[config.mk]
export PLATFORM = sky130hd
export DESIGN_NAME = bcd_down_counter
export DESIGN_NICKNAME = d
export VERILOG_FILES = /design/src/rtl/bcd_pkg.sv /design/src/rtl/mod_10_down_digit.sv /design/src/rtl/bcd_down_counter.sv
export SDC_FILE = /design/constraint.sdc
export NUM_CORES = 1
export LEC_CHECK = 0
export BUFFER_PORTS_ARGS = -buffer_cell sky130_fd_sc_hd__buf_4
export CORE_MARGIN = 2
export CORE_UTILIZATION = 40
export DETAILED_ROUTE_END_ITERATION = 8
export GPL_TIMING_DRIVEN = 0
export PLACE_DENSITY = 0.78
export SLEW_MARGIN = 20
export SYNTH_ARGS = -nofsm -noshare
export SYNTH_HDL_FRONTEND = slang
export SYNTH_SLANG_ARGS = --single-unit
[constraint.sdc]
create_clock -name clock -period 1.8 [get_ports clock]
set_input_delay 0.36 -clock clock [delete_from_list [all_inputs] [get_ports clock]]
set_output_delay 0.36 -clock clock [all_outputs]
set_load 0.01 [all_outputs]
[src/rtl/bcd_pkg.sv]
// rtl/bcd_pkg.sv - shared BCD digit constants and the non-BCD clamp helper
package bcd_pkg;

  localparam int         BCD_WIDTH = 4;
  localparam logic [3:0] BCD_MAX   = 4'd9;
  localparam logic [3:0] BCD_ZERO  = 4'd0;

  // Non-BCD codes 0xA..0xF are pulled back to 9 so a digit can never leave 0..9.
  function automatic logic [BCD_WIDTH-1:0] bcd_clamp(input logic [BCD_WIDTH-1:0] value);
    return (value > BCD_MAX) ? BCD_MAX : value;
  endfunction

endpackage

[src/rtl/mod_10_down_digit.sv]
// rtl/mod_10_down_digit.sv - one decade down-counting digit with clamped load and async clear
module mod_10_down_digit
  import bcd_pkg::*;
(
  input  logic                 clock,
  input  logic                 clear,
  input  logic                 load,
  input  logic [BCD_WIDTH-1:0] load_digit,
  input  logic                 dec,
  output logic [BCD_WIDTH-1:0] q_digit,
  output logic                 digit_zero
);

  logic [BCD_WIDTH-1:0] q_digit_q;
  logic [BCD_WIDTH-1:0] q_digit_d;

  // Next digit value: load beats decrement; decrementing from 0 wraps to 9.
  always_comb begin
    q_digit_d = q_digit_q;
    if (load) begin
      q_digit_d = bcd_clamp(load_digit);
    end else if (dec) begin
      q_digit_d = (q_digit_q == BCD_ZERO) ? BCD_MAX : (q_digit_q - 4'd1);
    end
  end

  // Digit register; clear forces zero immediately and holds it there.
  always_ff @(posedge clock or posedge clear) begin
    if (clear) begin
      q_digit_q <= BCD_ZERO;
    end else begin
      q_digit_q <= q_digit_d;
    end
  end

  assign q_digit    = q_digit_q;
  assign digit_zero = (q_digit_q == BCD_ZERO);

endmodule

[src/rtl/bcd_down_counter.sv]
// rtl/bcd_down_counter.sv - multi-digit BCD down counter, optional hold-at-zero via BCD_DOWN_SATURATE_EN
module bcd_down_counter
  import bcd_pkg::*;
#(
  parameter int DIGITS = 2
) (
  input  logic                  clock,
  input  logic                  clear,
  input  logic                  enable,
  input  logic                  load,
  input  logic [4*DIGITS-1:0]   load_value,
  output logic [4*DIGITS-1:0]   q,
  output logic                  zero,
  output logic                  borrow
);

  // low_zero[i] is high when digits 0..i-1 are all zero; low_zero[DIGITS] covers the whole count.
  logic [DIGITS:0]   low_zero;
  logic [DIGITS-1:0] digit_zero;
  logic [DIGITS-1:0] dec;
  logic              count_ok;

  assign low_zero[0] = 1'b1;

`ifdef BCD_DOWN_SATURATE_EN
  // At all zeros the counter parks instead of wrapping to all nines.
  assign count_ok = enable & ~load & ~low_zero[DIGITS];
`else
  assign count_ok = enable & ~load;
`endif

  genvar i;
  generate
    for (i = 0; i < DIGITS; i++) begin : g_digit
      assign low_zero[i+1] = low_zero[i] & digit_zero[i];
      assign dec[i]        = count_ok & low_zero[i];

      mod_10_down_digit u_digit (
        .clock      (clock),
        .clear      (clear),
        .load       (load),
        .load_digit (load_value[4*i +: 4]),
        .dec        (dec[i]),
        .q_digit    (q[4*i +: 4]),
        .digit_zero (digit_zero[i])
      );
    end
  endgenerate

  // Decodes read only registered digits, so they cannot glitch against q.
  assign zero   = low_zero[DIGITS];
  assign borrow = enable & zero & ~load & ~clear;

endmodule

==> qor.yml <==
pwr:
  p_per_area_nw_per_um2: 673
  combPwrFrac: 0.360
  cell_internal_pwr_mw: 0.391
  switching_share: 0.307
  clockPowerShare: 0.241
  vdd_drop_max_uv: 537
  p_leak_nw: 0.371
  switchingPower_mw: 0.173
  seqPwrFrac: 0.400
  p_total_mw: 0.565
timing:
  setup_viol: 4
  maxSlewHeadroom: 0.623
  slew_viol_final: 0
  rsz0062_at_grt: "yes"
  worst_slack_ns: -0.146
  fmax_ghz: 0.514
  finalCritPeriodShare: 1.08
  fin_crit_ns: 1.95
  hold_viol: 0
  holdWs_ns: 0.0637
  skew_ns: 0.00714
  tightest_slew_ns: 0.561
placement:
  hpwl_um: 999
  pre_cts_slack_ns: -0.0520
  io_buffers: 21
  place_inst: 93
  routabilityCongestion: 0.710
synth:
  yosysTopAreaCell: "dfrtp_1"
  avgSynthCellArea_sq_um: 9.31
  yosysSeqAreaShare: 0.377
  async_flop_share: 1.00
  synth-adder-area-share: 0
  synth_xor_area_frac: 0.0165
  muxShareOfSynthArea: 0.0377
  ys_ff_latch: 8
  synth_cells: 57
  synthSimpleGateAreaFrac: 0.271
  synth_cell_types: 29
  yosys.area.top_type_share: 0.377
  synth_edf_count: 0
  ys.flop_type: "dfrtp_1"
  synth_top_family_by_area: "simple AND/OR/NAND/NOR gates"
  synth_compound_gate_area_share: 0.208
  yosys_warnings: 0
  synth_area_leaders: "dfrtp_1 (38%), o21ai_0 (7.5%), buf_6 (4.2%)"
  synth_nets: 69
  syn-cell-area_sq_um: 531
cts:
  clk_latency_ns: 0.25
  hold_buffers: 0
  cts-buffers-inserted: 3
  clk_pin_slew_ns: 0.06
  cts_root_buf: "clkbuf_4"
  clock_path_buffers: 2
  htree_levels: 1
  cts_tree: "yes"
  cts_sinks: 8
die:
  core-area_sq_um: 1270
  ios: 22
  die_w_um: 40.4
  dieArea_sq_um: 1630
  initial_core_util: 0.418
  rows: 13
  die_h_um: 40.4
routing:
  dr.pass1.iters: 4
  num_vias: 563
  drc: 0
  drtIter0Drc: 8
  finalWirelength_um: 1500
  wl_per_cell_um: 14.7
  ant_nets: 0
  viasPerCell: 5.52
status:
  status: "finished with violations"
  violations: "setup timing"
grt:
  grt_pass1_vias: 491
  grt_pass1_wl_um: 2150
  antenna_found_initial: 0
  grt_use_total: 0.201
  grt_max_degree: 11
  grt-ovfl-total: 0
setup_path:
  rr_endpoint: "g_digit[1].u_digit.q_digit[1]$_DFFE_PP0P_"
  arrival_ns: 1.59
  cp_slowest_cell: "or4_4"
  slowest_delay_ns: 0.56
  crit_fanout: 3
  start_kind: "flop"
  r2r_slack_ns: -0.09
  reg2regPathDepth: 5
  path_class: "flop to primary output"
  path_cells: "or4_4, nor4b_2, buf_4"
  r2r-start: "g_digit[0].u_digit.q_digit[3]$_DFFE_PP0P_"
  end_kind: "primary output"
  worstPathRequired_ns: 1.44
flow_run:
  maxCapViolations: 0
layout:
  final_core_util: 0.661
  area_delta_synth_final_pct: 58.0
  n_fill_cell: 106
  largest_reg_flops: 8
  diodes: 0
  drive_above_1_share: 0.540
  fin_cells: 102
  layout.nets: 101
worst_hold_path:
  hold_path_class: "input pin to asynchronous set/reset pin"
[power by group through the flow]
stage / clock [mW] / sequential (mW) / combinational (mW)
after global placement: 0 / 0.229 / 0.160
after detailed placement: 0 / 0.231 / 0.163
after CTS: 0.142 / 0.223 / 0.194
final: 0.136 / 0.226 / 0.203
after floorplan: 0 / 0.234 / 0.0846
after global routing: 0.153 / 0.227 / 0.221
[per-layer routing]
metal | wire length [um] | share of wire | global-route usage
met5 | 0 | 0 | 0
met4 | 10 | 0.0067 | 0.0500
met3 | 52 | 0.035 | 0.0667
met2 | 796 | 0.53 | 0.353
met1 | 643 | 0.43 | 0.232
[cell families after synthesis]
family                    Yosys count
AOI/OAI and AO/OA                  16
xor gates and xnor gates            1
buffers and inverters               8
DFF                                 8
muxes                               2
and+or+nand+nor                    22
[synthesized netlist by cell type, types with 2 or more instances]
master    number
inv_1          4
buf_2          2
nand3_1        2
nor2b_1        2
or4_1          3
mux2i_1        2
nand3b_1       3
dfrtp_1        8
buf_6          2
nand2_1        3
o21ai_0        8
[critical path: cells and delay by family (launching register included)]
kind	cells	cell delay, ns
buf+inv	1	0.16
simple gates	2	0.78
flops	1	0.40
[placed cells by master (no fill, tap or decap), types with 2 or more instances in the layout]
| master | instances |
|---|---|
| buf_4 | 26 |
| o21ai_0 | 8 |
| buf_6 | 5 |
| inv_1 | 4 |
| dfrtp_2 | 4 |
| dfrtp_1 | 4 |
| nand2_1 | 3 |
| nand3b_1 | 3 |
| clkbuf_4 | 3 |
| or4_4 | 2 |
| nand3_1 | 2 |
| nor2b_1 | 2 |
| mux2i_1 | 2 |
[worst max-delay path by stage]
| stage | start | endpoint | slack (ns) | cells after the start |
|---|---|---|---|---|
| global placement | g_digit[0].u_digit.q_digit[0]$_DFFE_PP0P_ | g_digit[1].u_digit.q_digit[1]$_DFFE_PP0P_ | -0.04 | 5 |
| finish | g_digit[0].u_digit.q_digit[3]$_DFFE_PP0P_ | zero | -0.15 | 3 |
| floorplan | g_digit[0].u_digit.q_digit[0]$_DFFE_PP0P_ | g_digit[1].u_digit.q_digit[1]$_DFFE_PP0P_ | -0.03 | 5 |
| CTS | g_digit[1].u_digit.q_digit[1]$_DFFE_PP0P_ | zero | -0.15 | 3 |
| detailed placement | g_digit[0].u_digit.q_digit[3]$_DFFE_PP0P_ | zero | -0.05 | 4 |
| global route | g_digit[0].u_digit.q_digit[3]$_DFFE_PP0P_ | borrow | -0.20 | 4 |
[stage by stage]
stage	TNS (ns)	area (sq um)
3_5_place_dp	-0.0999	723
2_1_floorplan	-0.0616	547
5_1_grt	-0.612	838
4_1_cts	-0.411	815
6_report	-0.418	838
3_3_place_gp	-0.0616	723
[final cells by class]
type	count	area (sq um)	share of cell area
multi-input combinational	41	325	0.388
inverter	4	15.0	0.0179
sequential	8	205	0.245
buffer	2	22.5	0.0269
tap	15	18.8	0.0224
timing repair buffer	29	229	0.273
clock buffer	3	22.5	0.0269
[repair_timing]
item,in CTS,in global routing
pin swaps,3,2
endpoints found under the hold margin,0,0
endpoints found under the setup margin,3,4
buffers inserted,8,1
gates resized for setup,10,5
Power figures use the tool's default switching activity.
